==> src/rtl/serial_frame_tx.sv <==
// Framed serial transmitter: start bit (0), DATA_W data bits, stop bit (1).
// Each bit is held for BIT_CYCLES clocks; tx is driven straight from a flop.
module serial_frame_tx #(
   parameter int DATA_W     = 8,
   parameter int BIT_CYCLES = 1,
   parameter int LSB_FIRST  = 1
) (
   input  logic              i_clk,
   input  logic              i_rst,
   input  logic [DATA_W-1:0] i_din,
   input  logic              i_start,
   output logic              o_ready,
   output logic              o_busy,
   output logic              o_done,
   output logic              o_tx
);

   localparam int             BW       = (DATA_W > 1) ? $clog2(DATA_W) : 1;
   localparam logic [7:0]     CYC_LAST = 8'(BIT_CYCLES - 1);
   localparam logic [BW-1:0]  BIT_LAST = BW'(DATA_W - 1);

   typedef enum logic [1:0] {IDLE, START, DATA, STOP} state_t;

   state_t            r_state, w_state_nxt;
   logic [DATA_W-1:0] r_sh, w_sh_nxt, w_shifted;
   logic [BW-1:0]     r_bit, w_bit_nxt;
   logic [7:0]        r_cyc, w_cyc_nxt;
   logic              r_tx, w_tx_nxt;
   logic              r_done, w_done_nxt;
   logic              w_bit_end, w_out, w_shift_out;

   assign w_bit_end = (r_cyc == CYC_LAST);

   // The output end of the shift register depends on bit order.
   always_comb begin
      if (LSB_FIRST != 0) begin
         w_shifted   = r_sh >> 1;
         w_out       = r_sh[0];
         w_shift_out = w_shifted[0];
      end else begin
         w_shifted   = r_sh << 1;
         w_out       = r_sh[DATA_W-1];
         w_shift_out = w_shifted[DATA_W-1];
      end
   end

   always_ff @(posedge i_clk) begin
      if (i_rst) begin
         r_state <= IDLE;
         r_sh    <= '0;
         r_bit   <= '0;
         r_cyc   <= '0;
         r_tx    <= 1'b1;
         r_done  <= 1'b0;
      end else begin
         r_state <= w_state_nxt;
         r_sh    <= w_sh_nxt;
         r_bit   <= w_bit_nxt;
         r_cyc   <= w_cyc_nxt;
         r_tx    <= w_tx_nxt;
         r_done  <= w_done_nxt;
      end
   end

   always_comb begin
      w_state_nxt = r_state;
      w_sh_nxt    = r_sh;
      w_bit_nxt   = r_bit;
      w_cyc_nxt   = r_cyc;
      w_tx_nxt    = r_tx;
      w_done_nxt  = 1'b0;
      case (r_state)
         IDLE: begin
            w_tx_nxt = 1'b1;
            if (i_start) begin
               w_sh_nxt    = i_din;
               w_cyc_nxt   = '0;
               w_bit_nxt   = '0;
               w_tx_nxt    = 1'b0;
               w_state_nxt = START;
            end
         end
         START: begin
            if (w_bit_end) begin
               w_cyc_nxt   = '0;
               w_bit_nxt   = '0;
               w_tx_nxt    = w_out;
               w_state_nxt = DATA;
            end else begin
               w_cyc_nxt = r_cyc + 8'd1;
            end
         end
         DATA: begin
            if (w_bit_end) begin
               w_cyc_nxt = '0;
               if (r_bit == BIT_LAST) begin
                  w_tx_nxt    = 1'b1;
                  w_state_nxt = STOP;
               end else begin
                  w_bit_nxt = r_bit + 1'b1;
                  w_sh_nxt  = w_shifted;
                  w_tx_nxt  = w_shift_out;
               end
            end else begin
               w_cyc_nxt = r_cyc + 8'd1;
            end
         end
         STOP: begin
            if (w_bit_end) begin
               w_cyc_nxt   = '0;
               w_tx_nxt    = 1'b1;
               w_done_nxt  = 1'b1;
               w_state_nxt = IDLE;
            end else begin
               w_cyc_nxt = r_cyc + 8'd1;
            end
         end
         default: begin
            w_tx_nxt    = 1'b1;
            w_state_nxt = IDLE;
         end
      endcase
   end

   assign o_ready = (r_state == IDLE);
   assign o_busy  = ~o_ready;
   assign o_done  = r_done;
   assign o_tx    = r_tx;

endmodule
==> config.mk <==
export PLATFORM = sky130hd
export DESIGN_NAME = serial_frame_tx
export DESIGN_NICKNAME = d
export VERILOG_FILES = /design/src/rtl/serial_frame_tx.sv
export SDC_FILE = /design/constraint.sdc
export NUM_CORES = 1
export LEC_CHECK = 0
export CAP_MARGIN = 30
export CORE_AREA = 2 2 69 45
export DETAILED_ROUTE_END_ITERATION = 8
export DIE_AREA = 0 0 71 47
export HOLD_SLACK_MARGIN = 0.02
export PLACE_DENSITY = 0.71
export SKIP_CTS_REPAIR_TIMING = 1
export SLEW_MARGIN = 0
export SYNTH_ARGS = -nofsm -noshare
export SYNTH_HDL_FRONTEND = slang
export SYNTH_SLANG_ARGS = --single-unit
==> constraint.sdc <==
create_clock -name i_clk -period 1.8 [get_ports i_clk]
set_input_delay 0.36 -clock i_clk [delete_from_list [all_inputs] [get_ports i_clk]]
set_output_delay 0.36 -clock i_clk [all_outputs]
set_load 0.01 [all_outputs]
==> impl_metrics.toml <==
[status]
status = "completed"

[sta]
fin_crit_ns = 1.77
fin_skew_ns = 0.00468
hold_viol = 0
timing.fmax_ghz = 0.566
fin_ws_ns = 0.0341
worstMarginPinSlew_ns = 0.393
period_share_pct = 98.1
rsz0062_at_grt = "yes"
setup_violations = 0
drv_slew = 0
slew_headroom_pct = 73.7

[place]
place_congestion = 0.823
dpl.hpwl_mm = 2.11
dp.cells = 195
pre_cts_slack_ns = -0.163
dpl-instance-area_um2 = 1540
portBuffers = 14

[synthesis]
synthTopCellsByArea = "dfxtp_1 37%, ha_1 10%, mux2i_1 6.4%, a21oi_1 5.6%, a211oi_1 4.8%"
synth_area_leader_cell = "dfxtp_1"
synthAdderAreaFrac_pct = 10.0
yosysSeqAreaShare_pct = 36.8
synth_fp_nets = 158
synthCells = 137
synthXorXnorAreaFrac_pct = 4.20
ys_ff_latch = 23
synth.distinct_cells = 39
yosys_warnings = 0
netlist.area_leader.share_pct = 36.8
synth_mux_area_share_pct = 6.40
synth_compound_area_share_pct = 20.5
avgSynthCellArea_um2 = 9.13
syn_area_um2 = 1250
synth_top_family_by_area = "compound AO/OA/AOI/OAI gates"
synth_simple_gate_area_share_pct = 18.3

[power_and_ir_drop]
switching_share_pct = 38.2
p_comb_share_pct = 58.0
power_density_nw_per_um2 = 1450
pwr-share-seq_pct = 28.7
vdd_drop_max_uv = 678
switching_power_uw = 936
intPower_uw = 1520
p_clk_share_pct = 13.3
p_leak_uw = 0.000664

[worst_hold_path]
min_path_cells = 2
min-delay-path-class = "reg -> reg"
min_from = "r_cyc[1]"
hold-path-endpoint = "r_cyc[1]"

[setup_path]
cp_slowest_cell = "or4b_4"
required_ns = 2.00
r2r_setup_slack_ns = 0.03
max_stage_delay_ns = 0.52
start_kind = "flop"
path_buf_inv = 1
crit_chain = "buf_6 > ha_4 > a221o_1 > or4b_4 > a21oi_2"
r2r-start = "r_state[1]"
crit_family = "simple AND/OR/NAND/NOR gates"
reg2regPathDepth = 5
end_kind = "flop"
path_class = "reg -> reg"
crit_cells = 5
timing.rr.end = "r_bit[0]"
arrival_ns = 1.96
cp_max_fo = 8

[drt]
ant_nets = 0
vias = 1118
route.detailed.drc = 0
firstDrtPassIters = 4
wl_per_cell_um = 14.2
totalWireLength_mm = 2.89
drtIter0Drc = 28
avgViaCountPerCell = 5.48

[grt]
grt_pass1_wl_mm = 4.36
grt_max_degree = 15
grt_pass1_vias = 962
grt_overflow = 0
antenna_found_initial = 0
grtUsageTotal_pct = 17.5

[cts]
clk_latency_ns = 0.27
cts_tree = "yes"
root_buffer = "clkbuf_8"
numCtsBuffers = 3
clk_path_buf_depth = 2
clk_pin_slew_ns = 0.08
cts_sinks = 23
htreeDepth = 1

[floorplan]
die_w_um = 71
rows = 15
ioPinCount = 15
die_y_um = 47
die_area_um2 = 3340
fp.coreArea_um2 = 2720
initial_core_util_pct = 46.0

[finish]
areaGrowthSynthToFinish_pct = 35.1
multiInputGateArea_um2 = 801
layout-drive-gt1-share_pct = 28.8
antenna_cells = 0
layout.nets = 192
fin_area_um2 = 1690
post-route-util_pct = 62.1
nFillCells = 216
final_cells = 204
seq_area_um2 = 470

[run]
cap_viol_max_count = 0
-- worst reg2reg max path, cell delays in order (launching register included) --
cell,delay [ns]
dfxtp_4,0.37
buf_6,0.12
ha_4,0.18
a221o_1,0.37
or4b_4,0.52
a21oi_2,0.14
-- worst max path at each step --
stage | start | end | slack, ns
final | r_state[1] | r_bit[0] | 0.03
after floorplan | r_state[0] | r_bit[0] | 0.005
after CTS | r_state[1] | o_busy | -0.15
after detailed placement | i_start | r_bit[0] | -0.16
after global routing | r_state[1] | r_bit[0] | 0.004
after global placement | i_start | r_bit[0] | -0.08
-- routing by layer --
layer  vias up  routed length (um)  global-route usage, %
li1        564                   -                      -
met1       526                1440                   23.6
met2        23                1300                   27.3
met3         5                 120                   5.15
met4         0                  39                   6.79
met5         -                   0                      0
-- sequential cells by signal, summed over array words and instances, names as in the netlist --
signal / flops
r_cyc: 8
r_sh: 8
r_bit: 3
r_state: 2
o_done: 1
o_tx: 1
-- layout make-up --
cell class / instances / area share, %
multi-input cells: 102 / 47.4
well taps: 34 / 2.52
inverters: 7 / 1.70
repair buffers: 34 / 17.7
clock buffers: 3 / 2.44
flip-flops and latches: 23 / 27.8
clock inverters: 1 / 0.444
-- Yosys cell counts --
master / instances
o21ai_1: 1
buf_2: 2
dfxtp_1: 23
xor2_1: 5
inv_1: 6
a211oi_1: 8
a221o_1: 1
nor3_1: 3
and4_2: 1
o21a_1: 3
a211o_1: 1
and2_1: 3
nor2b_1: 4
a311oi_1: 1
buf_1: 1
o21ai_0: 4
nand4_1: 2
nand2b_1: 1
xnor2_1: 1
a21oi_2: 1
nor2_1: 8
a21oi_1: 14
nand2_1: 8
nand3_1: 3
or4_1: 1
a221oi_1: 1
ha_1: 10
mux2i_1: 8
o41ai_1: 1
inv_2: 1
nand3b_1: 1
nor4b_4: 1
o31a_1: 1
o211ai_1: 1
and2_2: 1
a31o_2: 1
nor3_2: 1
clkbuf_1: 2
or4b_1: 1
-- power groups by stage --
stage,clock network (uW),registers [uW],logic [uW]
2_1_floorplan,0,694,817
3_3_place_gp,0,695,1230
3_5_place_dp,0,700,1270
4_1_cts,344,689,1270
5_1_grt,363,715,1550
6_report,327,703,1420
-- layout by cell type (no fill, tap or decap), drive strengths merged, types with 4 or more instances in the layout --
cell type,instances
and2,4
buf,20
a211oi,8
clkdlybuf4s50,12
dfxtp,23
a21oi,15
nor3,4
nand2,8
mux2i,8
xor2,5
o21ai,5
nor2,8
inv,7
ha,10
nor2b,4
-- cells by family (layout without fill, tap and decap cells) --
kind of cell,Yosys count,after routing
flip-flops,23,23
adder cells (fa/ha/maj),10,10
multiplexers,8,8
buffers and inverters,12,45
AND/OR/NAND/NOR,39,39
AO/OA/AOI/OAI,39,39
XOR/XNOR,6,6
-- per-stage QoR --
| stage | hold slack (ns) | TNS, ns | total power [uW] |
|---|---|---|---|
| after floorplan | 0.457 | 0 | 1510 |
| after global placement | 0.447 | -0.0953 | 1920 |
| after detailed placement | 0.454 | -0.234 | 1970 |
| after CTS | 0.474 | -0.350 | 2300 |
| after global routing | 0.495 | 0 | 2630 |
| final | 0.473 | 0 | 2450 |
Power figures use the tool's default switching activity.
